--- src/rtl/clkdiv_pkg.sv ---
`default_nettype none
// ============================================================================
// Module      : clkdiv_pkg
// Description : Shared types and default constants for the programmable
//               clock divider controller (state encoding, widths, defaults).
// Revision    : 1.0 - initial release
// ============================================================================
package clkdiv_pkg;

    // Default width of the half-period register and the phase counter
    localparam int unsigned c_cnt_w               = 16;
    // Half-period loaded at reset, in system clock cycles (must be >= 1)
    localparam int unsigned c_default_half_period = 5;
    // Width of the optional rising-edge counter
    localparam int unsigned c_edge_cnt_w          = 32;

    // Controller sequencer states
    typedef enum logic [1:0] {
        IDLE     = 2'd0,
        RUN      = 2'd1,
        STOPPING = 2'd2
    } state_t;

endpackage : clkdiv_pkg
`default_nettype wire

--- src/rtl/clkdiv_counter.sv ---
`default_nettype none
// ============================================================================
// Module      : clkdiv_counter
// Description : Phase counter for the clock divider. Counts cycles within the
//               current half-period, flags the terminal count and wraps to
//               zero on it; a synchronous clear holds it at zero.
// Revision    : 1.0 - initial release
// ============================================================================
module clkdiv_counter
    import clkdiv_pkg::*;
#(
    parameter int unsigned CNT_W = c_cnt_w
) (
    input  logic             clk,
    input  logic             rst_n,
    input  logic             i_en,
    input  logic             i_clr,
    input  logic [CNT_W-1:0] i_hp,
    output logic             o_tc
);

    logic [CNT_W-1:0] r_cnt;
    logic [CNT_W-1:0] w_last;

    // Half-period is never zero, so hp-1 cannot underflow
    assign w_last = i_hp - CNT_W'(1);
    assign o_tc   = (r_cnt == w_last);

    // Count while enabled, wrap at terminal count, clear on request
    always_ff @(posedge clk or negedge rst_n) begin
        if (!rst_n) begin
            r_cnt <= '0;
        end else if (i_clr || (i_en && o_tc)) begin
            r_cnt <= '0;
        end else if (i_en) begin
            r_cnt <= r_cnt + CNT_W'(1);
        end
    end

endmodule : clkdiv_counter
`default_nettype wire

--- src/rtl/clock_divider_ctrl.sv ---
`default_nettype none
// ============================================================================
// Module      : clock_divider_ctrl
// Description : Runtime-programmable divided clock generator with start/stop
//               sequencing, valid/ready half-period configuration and
//               registered edge strobes. clk_out has period 2*half-period and
//               50% duty; every high phase uses a single half-period value.
//               Optional feature macro: CLKDIV_EDGE_CNT_EN adds a 32-bit
//               rising-edge counter output (edge_count).
// Revision    : 1.0 - initial release
// ============================================================================
module clock_divider_ctrl
    import clkdiv_pkg::*;
#(
    parameter int unsigned CNT_W               = c_cnt_w,
    parameter int unsigned DEFAULT_HALF_PERIOD = c_default_half_period
) (
    input  logic                    clk,
    input  logic                    rst_n,
    input  logic                    start,
    input  logic                    stop,
    input  logic                    cfg_valid,
    output logic                    cfg_ready,
    input  logic [CNT_W-1:0]        cfg_half_period,
    output logic                    clk_out,
    output logic                    tick_rise,
    output logic                    tick_fall,
    output logic                    running
`ifdef CLKDIV_EDGE_CNT_EN
    ,
    output logic [c_edge_cnt_w-1:0] edge_count
`endif
);

    state_t           r_state;
    state_t           w_state_next;
    logic             r_clk_out;
    logic             r_tick_rise;
    logic             r_tick_fall;
    logic [CNT_W-1:0] r_hp;
    logic [CNT_W-1:0] r_pend_hp;
    logic             r_pend_vld;
    logic [CNT_W-1:0] w_cfg_hp;
    logic             w_cfg_fire;
    logic             w_tc;
    logic             w_toggle;
    logic             w_rise;
    logic             w_fall;
    logic             w_to_idle;

    // A zero half-period would never reach terminal count; treat it as 1
    assign w_cfg_hp   = (cfg_half_period == '0) ? CNT_W'(1) : cfg_half_period;
    assign cfg_ready  = ~r_pend_vld;
    assign w_cfg_fire = cfg_valid & ~r_pend_vld;

    assign w_rise    = w_toggle & ~r_clk_out;
    assign w_fall    = w_toggle &  r_clk_out;
    assign w_to_idle = (w_state_next == IDLE);

    clkdiv_counter #(
        .CNT_W (CNT_W)
    ) u_counter (
        .clk   (clk),
        .rst_n (rst_n),
        .i_en  (r_state != IDLE),
        .i_clr (w_to_idle),
        .i_hp  (r_hp),
        .o_tc  (w_tc)
    );

    // Sequencer state register
    always_ff @(posedge clk or negedge rst_n) begin
        if (!rst_n) begin
            r_state <= IDLE;
        end else begin
            r_state <= w_state_next;
        end
    end

    // Next-state and toggle decision; stop in the low phase wins over a rise
    always_comb begin
        w_state_next = r_state;
        w_toggle     = 1'b0;
        case (r_state)
            IDLE: begin
                if (start && !stop) begin
                    w_state_next = RUN;
                end
            end
            RUN: begin
                if (stop && !r_clk_out) begin
                    w_state_next = IDLE;
                end else begin
                    w_toggle = w_tc;
                    if (stop) begin
                        // High phase: finish it; leave directly if it ends now
                        w_state_next = w_tc ? IDLE : STOPPING;
                    end
                end
            end
            STOPPING: begin
                if (w_tc) begin
                    w_toggle     = 1'b1;
                    w_state_next = IDLE;
                end
            end
            default: begin
                w_state_next = IDLE;
            end
        endcase
    end

    // Registered divided clock and its edge strobes
    always_ff @(posedge clk or negedge rst_n) begin
        if (!rst_n) begin
            r_clk_out   <= 1'b0;
            r_tick_rise <= 1'b0;
            r_tick_fall <= 1'b0;
        end else begin
            r_clk_out   <= r_clk_out ^ w_toggle;
            r_tick_rise <= w_rise;
            r_tick_fall <= w_fall;
        end
    end

    // Half-period register and one-entry pending slot; changes take effect
    // only at a falling edge or on entry to IDLE so a high phase never splits
    always_ff @(posedge clk or negedge rst_n) begin
        if (!rst_n) begin
            r_hp       <= CNT_W'(DEFAULT_HALF_PERIOD);
            r_pend_hp  <= '0;
            r_pend_vld <= 1'b0;
        end else if (r_state == IDLE) begin
            if (w_cfg_fire) begin
                r_hp <= w_cfg_hp;
            end
        end else if (r_pend_vld) begin
            if (w_fall || w_to_idle) begin
                r_hp       <= r_pend_hp;
                r_pend_vld <= 1'b0;
            end
        end else if (w_cfg_fire) begin
            if (w_to_idle) begin
                r_hp <= w_cfg_hp;
            end else begin
                r_pend_hp  <= w_cfg_hp;
                r_pend_vld <= 1'b1;
            end
        end
    end

    assign clk_out   = r_clk_out;
    assign tick_rise = r_tick_rise;
    assign tick_fall = r_tick_fall;
    assign running   = (r_state != IDLE);

`ifdef CLKDIV_EDGE_CNT_EN
    logic [c_edge_cnt_w-1:0] r_edge_count;

    // Rising edges since the last start; wraps naturally at 2^32
    always_ff @(posedge clk or negedge rst_n) begin
        if (!rst_n) begin
            r_edge_count <= '0;
        end else if ((r_state == IDLE) && (w_state_next == RUN)) begin
            r_edge_count <= '0;
        end else if (w_rise) begin
            r_edge_count <= r_edge_count + c_edge_cnt_w'(1);
        end
    end

    assign edge_count = r_edge_count;
`endif

endmodule : clock_divider_ctrl
`default_nettype wire

--- config.mk ---
export PLATFORM = sky130hd
export DESIGN_NAME = clock_divider_ctrl
export DESIGN_NICKNAME = d
export VERILOG_FILES = /design/src/rtl/clkdiv_pkg.sv /design/src/rtl/clkdiv_counter.sv /design/src/rtl/clock_divider_ctrl.sv
export SDC_FILE = /design/constraint.sdc
export NUM_CORES = 1
export LEC_CHECK = 0
export CORE_ASPECT_RATIO = 0.9
export CORE_UTILIZATION = 63
export CTS_CLUSTER_SIZE = 24
export DETAILED_ROUTE_END_ITERATION = 6
export PLACE_DENSITY = 0.85
export SLEW_MARGIN = 20
export SYNTH_ARGS = -nofsm -noshare
export SYNTH_HDL_FRONTEND = slang
export SYNTH_SLANG_ARGS = --single-unit
--- constraint.sdc ---
create_clock -name clk -period 9.9 [get_ports clk]
set_clock_uncertainty 0.2 [all_clocks]
set_input_delay 1.485 -clock clk [delete_from_list [all_inputs] [get_ports clk]]
set_output_delay 1.485 -clock clk [all_outputs]
set_load 0.02 [all_outputs]
After elaboration in Yosys (flattened, before gate mapping)
Cells that the tools add are included.
W data, S select, Z words.
Operators by class
  multiplexer cells: 22
  eq/ne operators: 5
  reduce and logical (&&, ||, !) cells: 16
  bitwise gates (word level): 8
  add/sub/neg operators: 2
Operator list (count)
  $mux W16: 9
  $add A16 B1 Y16 const B: 1
  $eq A16 B16 Y1: 1
  $logic_not A16 Y1: 1
  $sub A16 B1 Y16 const B: 1
  $mux W2: 5
  $reduce_and A4 Y1: 2
  $mux W1: 6
  $pmux W2 S3: 1
  $reduce_bool A2 Y1: 3
  $logic_not A2 Y1: 2
  $not A1 Y1: 4
  $and A1 B1 Y1: 3
  $logic_and A1 B1 Y1: 3
  $ne A3 B1 Y1 const B: 1
  $reduce_bool A3 Y1: 1
  $eq A2 B1 Y1 const B: 1
  $eq A2 B2 Y1 const B: 1
  $logic_not A1 Y1: 2
  $logic_or A1 B1 Y1: 2
  $ne A2 B2 Y1 const B: 1
  $pmux W1 S2: 1
  $xor A1 B1 Y1: 1
Word-level totals
  output and inout bits: 5
  bits in registers: 54
  logic and storage cells: 61
  input bits: 21

Logic depth before layout (Yosys ltp)
Gate-level depths: netlist of run 1.
  depth in word-level cells: 11
  depth in mapped cells: 15
  gate-level depth less buffers: 14

Hierarchy
From an unflattened synthesis of run 1, not the netlist that was laid out.
Second synthesis, totals
  cell total of the unflattened synthesis: 290
  area total of the unflattened synthesis: 3261.9 um2
By module, submodules not included
  clock_divider_ctrl: times used 1, area each 1828.0 um2, cells each 132, seq. area each 953.4 um2
  clkdiv_counter: times used 1, area each 1433.9 um2, cells each 158, seq. area each 400.4 um2

Worst setup path after synthesis of run 1
Ideal clock, no wire load.
  path type: register -> register
  start: reg r_hp[1]
  end: reg r_hp[15]
  period minus slack after synthesis: 3.992 ns
  setup time: 0.125 ns
  data required time: 9.575 ns
  data arrival time: 3.667 ns
  stages on the path, launching flop included: 16
  setup slack: 5.908 ns
  buffers on the path: 1
  cell sequence: dfrtp_1 inv_1 ha_1 nor3b_2 nand4_2 or3b_1 a41oi_2 nand4b_2 or2_2 nor2_1 ha_1 a21oi_1 o211a_1 a211oi_4 buf_6 mux2_4
Between the ends
  elaborated cells between the ends (all ways): 16
  classes of those cells: add/sub (1); eq/ne (2); mux (8); bitwise (1); reduce/logical (4)
RTL lines
  start: declaration: RTL line clock_divider_ctrl.sv:40  | logic [CNT_W-1:0] r_hp;
  start signal: assignment: RTL line clock_divider_ctrl.sv:130  | r_hp <= CNT_W'(DEFAULT_HALF_PERIOD);
  start signal: assignment: RTL line clock_divider_ctrl.sv:135  | r_hp <= w_cfg_hp;
  start signal: assignment: RTL line clock_divider_ctrl.sv:139  | r_hp <= r_pend_hp;
  $sub A16 B1 Y16 (*): RTL line clkdiv_counter.sv:26  | assign w_last = i_hp - CNT_W'(1);
  $eq A16 B16 Y1 (*): RTL line clkdiv_counter.sv:27  | assign o_tc = (r_cnt == w_last);
  $mux W1, on equally long branches: RTL line clock_divider_ctrl.sv:102, clock_divider_ctrl.sv:91
  $pmux W1 S2 (*): RTL line clock_divider_ctrl.sv:84  | case (r_state)
  $and A1 B1 Y1 (*): RTL line clock_divider_ctrl.sv:57  | assign w_fall = w_toggle & r_clk_out;
  named net w_fall: RTL line clock_divider_ctrl.sv:48  | logic w_fall;
  $logic_or A1 B1 Y1 (*): RTL line clock_divider_ctrl.sv:138  | if (w_fall || w_to_idle) begin
  $ne A3 B1 Y1 (no source line) (*)
  $reduce_and A4 Y1 (no source line) (*)
Mark *: on every way through the listed nets, which the timed path passes. The rest lies on a longest branch.
A chain may end at the register's enable or synchronous reset.

Final worst setup path of run 1
  start: reg r_hp[1]
  end: reg r_hp[9]
The elaborated chain is that of the path after synthesis.

==> run summary, run 1 <==
• **Total Negative Setup Slacks** 0 ns
• **Top Family by Delay on Critical Path** simple AND/OR/NAND/NOR gates
• **initial standard-cell utilization of the core** 65.92%
• **sequential cell area fraction in the yosys report** 42.22%
• **synthesized-area fraction occupied by and/or/nand/nor cells** 15.53%
• **growth of design area from synthesis to finish** 12.02%
• **ANT cells** 0
• **Die Footprint** 5380 um2
• **via count of the routed design** 2,154
• **number of synthesized flops with an enable pin** 0
• **# Max-Cap Violations** 0
• **cell at the root of the clock tree** sky130_fd_sc_hd__clkbuf_8
• **portion of synthesized cell area occupied by the leading cell type** 40.58%
• **most frequent cell after synthesis** sky130_fd_sc_hd__dfrtp_1
• **total cell area at the placement stage** 3493 um2
• **cts hold-fix bufs** 0
• **Worst-Margin Slew** 1.056 ns
• **Skew-Pair Late Insertion Delay** 0.31 ns
• **leak pwr** 1.511 nW
• **Max IR drop VDD** 0.1863 mV
• **ratio of cells with drive above 1 in the final layout** 21.15%
• **clock-pin slew on the worst setup and hold paths** 0.10 ns
• **CTS tree** yes
• **Arr. time, crit path** 4.75 ns
• **classification of the worst-slack hold path** reg -> reg
• **Cell Count Post-Placement** 369
• **Slew Limit Fails** 0
• **Top Ports** 26
• **Achievable Freq** 210.8 MHz
• **nature of the critical path endpoint** flop
• **pin count of the biggest net entering global routing** 55
• **post-synthesis instance total** 284
• **worst stage delay on the critical path** 0.87 ns
• **width of the chip** 77.21 um
• **Finished Layout Cells** 377
• **share of the synthesized area in compound gates (AO/OA/AOI/OAI)** 6.555%
• **final standard cell area without fillers** 3592 um2
• **critical path class** reg -> reg
• **data required time at the worst endpoint** 9.91 ns
• **Adder-Cell Fraction of Synth Area** 3.121%
• **synth cell count leaders** sky130_fd_sc_hd__dfrtp_1 (52), sky130_fd_sc_hd__mux2_2 (27), sky130_fd_sc_hd__nor2_1 (26)
• **input/output buffers** 25
• **number of setup violations in the final report** 0
• **NumNets Final** 340
• **synthesized flop and latch total** 54
• **number of DRC violations after detailed-routing iteration 0** 119
• **half-perimeter wire length after placement** 4355 um
• **Post-Place Setup Slack** 5.206 ns
• **standard cell core area** 4865 um2
• **final estimated routing congestion in global placement** 0.8589
• **routed length per placed instance** 15.77 um
• **post-synthesis cell area** 3207 um2
• **run status** finished clean
• **synth top area cells** sky130_fd_sc_hd__dfrtp_1 (41%), sky130_fd_sc_hd__mux2_2 (9.5%), sky130_fd_sc_hd__mux2_4 (8.0%), sky130_fd_sc_hd__xnor2_1 (5.7%), sky130_fd_sc_hd__xor2_1 (4.4%)
• **number of rows created at floorplan** 24
• **critical path, cell by cell** inv_1 > ha_1 > nor3b_2 > nand4_2 > or3b_1 > a41oi_2 > nand4b_2 > or2_2 > nor2_1 > ha_1 > a21oi_1 > o211a_1 > a211oi_4 > mux2_2
• **Num CTS Buffers** 5
• **highest fanout seen on the critical path** 16
• **cell at the slowest stage of the critical path** sky130_fd_sc_hd__a211oi_4
• **Synth Flop Type** sky130_fd_sc_hd__dfrtp_1
• **power per unit of standard cell area** 269.5 nW/um2
• **Syn. warnings** 0
• **fraction of synthesis flops using an asynchronous set or reset pin** 100.0%
• **final-layout worst hold slack** 0.3110 ns
• **number of post-CTS setup repair buffers** 0
• **cell count along the critical path** 14
• **total wire length** 5944 um
• **hold violation count in the final report** 0
• **remaining global-route overflow** 0
• **post-detailed-route count of antenna-violating nets** 0
• **Initial DRT Pass Iterations** 4
• **unrepaired setup endpoints after global routing** false
• **Post-Syn Nets** 313
• **Avg Synthesized Cell Area** 11.29 um2
• **post-DR vias/cell** 5.714
• **wire length of the first global-routing pass** 10,170 um
• **vias in the first global route** 2,133
• **library cell occupying the most area in the post-synthesis netlist** sky130_fd_sc_hd__dfrtp_1
• **final period demand of the worst path** 4.744 ns
• **CTS H-Tree Depth** 2
• **vertical die dimension** 69.69 um
• **mux contribution to synthesized area** 19.00%
• **Max Root-Sink Buffers** 2
• **setup slack after layout** 5.156 ns
• **overall global routing resource usage** 24.52%
• **# fillers** 356
• **Critical path buffers and inverters** 1
• **library cell appearing most often on the critical path** sky130_fd_sc_hd__ha_1
• **post-route clock period utilization** 47.92%
• **initial antenna violation count** 0
• **main combinational cell family by area after synthesis** multiplexers
• **CTS resizes** 0
• **sort of element at the start of the critical path** flop
• **max-slew headroom at the worst pin** 29.37%
• **Hold Crit Depth** 1
• **DRC** 0
• **number of clock sinks** 54
• **distinct cell type count after synthesis** 51
• **XOR/XNOR share of the synthesized area** 10.11%
• **count of cells along the worst register-to-register path** 14
state kept, by name, indices dropped and copies added, names as in the netlist:
register	flops
tick_fall	1
r_hp	16
r_pend_hp	16
tick_rise	1
r_state	2
u_counter.r_cnt	16
clk_out	1
r_pend_vld	1
per-stage QoR:
step	power, W	utilization, %
CTS	0.0009700	73.84
floorplan	0.0007388	-
global route	0.001031	73.84
detailed placement	0.0008338	71.81
finish	0.0009680	73.84
global placement	0.0008176	71.66
cell type report:
class                           instances  area, um2  area share, %
Multi-Input combinational cell        209       1742          48.48
Tap cell                               65      81.33          2.264
Sequential cell                        54       1354          37.69
Clock inverter                          2      16.27         0.4528
Inverter                               13      48.80          1.358
Clock buffer                            6      82.58          2.299
Timing Repair Buffer                   28      267.8          7.454
layout by cell type, fill, tap and decap left out, types with 2 or more instances in the layout:
cell type and instances:
sky130_fd_sc_hd__a21boi_0 3, sky130_fd_sc_hd__a21oi_1 5, sky130_fd_sc_hd__a31oi_1 2, sky130_fd_sc_hd__and3_1 4, sky130_fd_sc_hd__buf_4 3, sky130_fd_sc_hd__clkbuf_8 6
sky130_fd_sc_hd__clkdlybuf4s50_1 24, sky130_fd_sc_hd__dfrtp_1 52, sky130_fd_sc_hd__dfstp_2 2, sky130_fd_sc_hd__ha_1 8, sky130_fd_sc_hd__inv_1 13, sky130_fd_sc_hd__mux2_2 27
sky130_fd_sc_hd__mux2_4 17, sky130_fd_sc_hd__mux2i_1 5, sky130_fd_sc_hd__nand2_1 9, sky130_fd_sc_hd__nand3_1 11, sky130_fd_sc_hd__nand3b_1 3, sky130_fd_sc_hd__nand4_1 6
sky130_fd_sc_hd__nor2_1 26, sky130_fd_sc_hd__nor2b_1 3, sky130_fd_sc_hd__nor3_1 5, sky130_fd_sc_hd__nor3b_1 2, sky130_fd_sc_hd__nor4_1 7, sky130_fd_sc_hd__o21ai_0 4
sky130_fd_sc_hd__or2_2 2, sky130_fd_sc_hd__xnor2_1 21, sky130_fd_sc_hd__xor2_1 16
report_power, final:
group,switching [W],internal (W),total [W]
logic,0.000208,0.000247,0.000455
registers,0.0000806,0.000300,0.000381
clock network,0.0000747,0.0000577,0.000132
layer usage:
metal	track usage, %	part of all wire [%]
met3	3.553	3.1
met1	34.23	50
met4	8.176	1.4
met2	39.23	46
met5	0	0
path summary, 6_finish.rpt:
check                               end          from  slack (ns)
max                             r_hp[9]       r_hp[1]        5.16
min                        r_pend_hp[3]  r_pend_hp[3]        0.31
max reg2reg                     r_hp[9]       r_hp[1]        5.16
min reg2reg                r_pend_hp[3]  r_pend_hp[3]        0.31
max in group asynchronous       r_hp[6]         rst_n        7.97
min in group asynchronous    r_state[1]         rst_n        1.07
cell families after synthesis:
| kind of cell | Yosys count |
|---|---|
| simple gates | 88 |
| flops | 54 |
| mux | 49 |
| xor+xnor | 37 |
| compound gates | 27 |
| buf+inv | 21 |
| fa+ha+maj | 8 |
No activity file was read; power rests on OpenSTA's default activity.
==> run 2: changes to the inputs <==
--- a/config.mk
+++ b/config.mk
@@ -6,10 +6,10 @@
 export NUM_CORES = 1
 export LEC_CHECK = 0
 export CORE_ASPECT_RATIO = 0.9
-export CORE_UTILIZATION = 63
+export CORE_UTILIZATION = 53
 export CTS_CLUSTER_SIZE = 24
 export DETAILED_ROUTE_END_ITERATION = 6
-export PLACE_DENSITY = 0.85
+export PLACE_DENSITY = 0.77
 export SLEW_MARGIN = 20
 export SYNTH_ARGS = -nofsm -noshare
 export SYNTH_HDL_FRONTEND = slang
==> constraint.sdc (replaced) <==
create_clock -name clk -period 4.1 [get_ports clk]
set_clock_uncertainty 0.2 [all_clocks]
set_input_delay 0.615 -clock clk [delete_from_list [all_inputs] [get_ports clk]]
set_output_delay 0.615 -clock clk [all_outputs]
set_load 0.02 [all_outputs]
==> run 2 against run 1 <==
The run now ends with DRC left. Largest power group unchanged. Die area is 18% higher. Global-route usage is 2.1 points lower. First-iteration DRC count is 5.9% higher. Clock power grew to 2.8 times the previous value. Sequential power is 140% higher.
==> run summary, run 2 (synthesis gave the netlist of run 1 again) <==
• **run status** finished with violations
• **violated checks** DRC
• **number of rows created at floorplan** 26, +8.3%
• **start point of the critical path** r_hp[1]
• **initial standard-cell utilization of the core** 55.69%, -10 points
• **critical path class** reg -> reg
• **post-detailed-route count of antenna-violating nets** 0, unchanged
• **most common cell after layout, fill and taps aside** sky130_fd_sc_hd__dfrtp_1
• **cell at the slowest stage of the critical path** sky130_fd_sc_hd__dfrtp_1
• **width of the chip** 84.00 um, +8.8%
• **Psw** 0.0009216 W, +150%
• **fraction of power consumed by combinational cells** 49.1%, +2.1 points
• **hold violation count in the final report** 0, unchanged
• **Reg power frac** 36.2%, -3.1 points
• **Initial DRT Pass Iterations** 6, +2
• **ANT cells** 0, unchanged
• **final-layout worst hold slack** 0.06810 ns, -0.2429 ns
• **switching part of the total power** 36.58%, -0.94 points
• **clock-pin slew on the worst setup and hold paths** 0.11 ns, about the same
• **leak pwr** 1.585 nW, +4.9%
• **total cell area at the placement stage** 3572 um2, +2.3%
• **total wire length** 6311 um, +6.2%
• **initial antenna violation count** 0, unchanged
• **vias in the first global route** 2,228, +4.5%
• **vertical die dimension** 75.80 um, +8.8%
• **Top Family by Delay on Critical Path** simple AND/OR/NAND/NOR gates
• **NumNets Final** 350, +2.9%
• **# Max-Cap Violations** 0, unchanged
• **ratio of cells with drive above 1 in the final layout** 25.47%, +4.3 points
• **overall global routing resource usage** 22.38%, -2.1 points
• **Skew-Pair Late Insertion Delay** 0.31 ns, about the same
• **post-route clock period utilization** 96.66%, +49 points
• **final standard cell area without fillers** 3750 um2, +4.4%
• **critical path, cell by cell** inv_1 > ha_2 > nor3b_4 > nand4_2 > or3b_1 > a41oi_2 > nand4b_2 > or2_2 > nor2_2 > ha_2 > a21oi_2 > o211a_1 > a211oi_4 > clkbuf_16 > mux2_4
• **Arr. time, crit path** 3.97 ns, -0.78 ns
• **number of DRC violations after detailed-routing iteration 0** 126, +5.9%
• **Num CTS Buffers** 5, unchanged
• **Slew Limit Fails** 0, unchanged
• **Top Ports** 26, unchanged
• **startpoint of the worst-slack reg-to-reg timing path** r_hp[1]
• **part of the total power dissipated in the clock network** 14.6%, +0.9 points
• **classification of the worst-slack hold path** in -> async
• **worst stage delay on the critical path** 0.42 ns, -0.45 ns
• **nature of the critical path endpoint** flop
• **Max Root-Sink Buffers** 2, unchanged
• **sort of element at the start of the critical path** flop
• **half-perimeter wire length after placement** 4636 um, +6.5%
• **max-slew headroom at the worst pin** 39.67%, +10 points
• **most frequent cells in the layout** sky130_fd_sc_hd__dfrtp_1 (52), sky130_fd_sc_hd__mux2_2 (27), sky130_fd_sc_hd__nor2_1 (25)
• **Internal Pwr Total** 0.001598 W, +160%
• **Worst-Margin Slew** 0.9049 ns, -0.1511 ns
• **highest fanout seen on the critical path** 8, -8
• **pin count of the biggest net entering global routing** 32, -42%
• **remaining global-route overflow** 0, unchanged
• **Achievable Freq** 252.3 MHz, +20%
• **setup slack of the most critical reg-to-reg path** 0.14 ns, -5.02 ns
• **input/output buffers** 25, unchanged
• **power per unit of standard cell area** 671.8 nW/um2, +150%
• **cell at the root of the clock tree** sky130_fd_sc_hd__clkbuf_8
• **via count of the routed design** 2,219, +3.0%
• **number of clock sinks** 54, unchanged
• **final period demand of the worst path** 3.963 ns, -0.7810 ns
• **DRC** 1, +1
• **growth of design area from synthesis to finish** 16.93%
• **CTS H-Tree Depth** 2, unchanged
• **Max IR drop VDD** 0.3447 mV, +85%
• **data required time at the worst endpoint** 4.10 ns, -5.81 ns
• **library cell appearing most often on the critical path** sky130_fd_sc_hd__ha_2
• **top flop regs** r_hp: 16 flops, r_pend_hp: 16 flops, u_counter.r_cnt: 16 flops
• **standard cell core area** 5758 um2, +18%
• **final core occ** 65.12%, -8.7 points
• **CTS tree** yes
• **wire length of the first global-routing pass** 10,980 um, +8.0%
• **Critical path buffers and inverters** 2, +1
• **Die Footprint** 6366 um2, +18%
• **routed length per placed instance** 16.10 um, +2.1%
• **post-DR vias/cell** 5.661, -0.92%
• **number of setup violations in the final report** 0, unchanged
• **total design power** 0.002519 W, +160%
• **final estimated routing congestion in global placement** 0.8955, +4.3%
==> run 2: layout make-up <==
class                      instances  area [um2]
inverter                          13       48.80
timing repair buffer              38       372.9
fill                             474        2008
clock inverter                     3       47.55
multi-input combinational        209        1770
clock buffer                       5       68.82
tap                               70       87.58
sequential                        54        1354
==> run 2: final timing paths <==
| kind | end | cells past startpoint |
|---|---|---|
| max in group asynchronous | r_hp[0] | 2 |
| min in group clk | r_pend_hp[15] | 1 |
| worst max register to register | r_hp[6] | 15 |
| worst min register to register | r_pend_hp[15] | 1 |
| worst min-delay path | tick_rise | 1 |
| worst max-delay path | r_hp[6] | 15 |
==> run 2: power groups by stage <==
stage	clock network, W	logic, W	registers [W]
final	0.000369	0.00124	0.000913
after floorplan	0	0.000913	0.000871
after detailed placement	0	0.00117	0.000914
after CTS	0.000377	0.00118	0.000905
after global routing	0.000402	0.00135	0.000942
after global placement	0	0.00116	0.000900
==> run 2: per-layer routing <==
metal	global-route usage [%]	up-vias	wire length, um
li1	-	1089	-
met1	32.13	1083	3224
met2	35.70	41	2834
met3	4.334	6	197
met4	4.981	0	55
met5	0	-	0
==> run 2: metrics by stage <==
| stage | setup WS, ns | setup TNS, ns | instances |
|---|---|---|---|
| finish | 0.1368 | 0 | 392 |
| global route | -0.02813 | -0.1890 | 392 |
| CTS | 0.02495 | 0 | 390 |
| detailed placement | 0.06531 | 0 | 382 |
| global placement | 0.2018 | 0 | 382 |
| floorplan | 0.1076 | 0 | 284 |
==> run 2: repair_timing <==
item,CTS,global route
resized for setup,0,7
hold buffers,0,0
setup buffers,0,1
endpoints found under the setup margin,0,16
==> run 2: worst reg2reg max path, cell delays in order, from the launching register on <==
cell and delay, ns:
sky130_fd_sc_hd__dfrtp_1 0.42, sky130_fd_sc_hd__inv_1 0.09, sky130_fd_sc_hd__ha_2 0.20, sky130_fd_sc_hd__nor3b_4 0.22, sky130_fd_sc_hd__nand4_2 0.16, sky130_fd_sc_hd__or3b_1 0.42
sky130_fd_sc_hd__a41oi_2 0.21, sky130_fd_sc_hd__nand4b_2 0.13, sky130_fd_sc_hd__or2_2 0.35, sky130_fd_sc_hd__nor2_2 0.15, sky130_fd_sc_hd__ha_2 0.23, sky130_fd_sc_hd__a21oi_2 0.09
sky130_fd_sc_hd__o211a_1 0.18, sky130_fd_sc_hd__a211oi_4 0.28, sky130_fd_sc_hd__clkbuf_16 0.24, sky130_fd_sc_hd__mux2_4 0.30
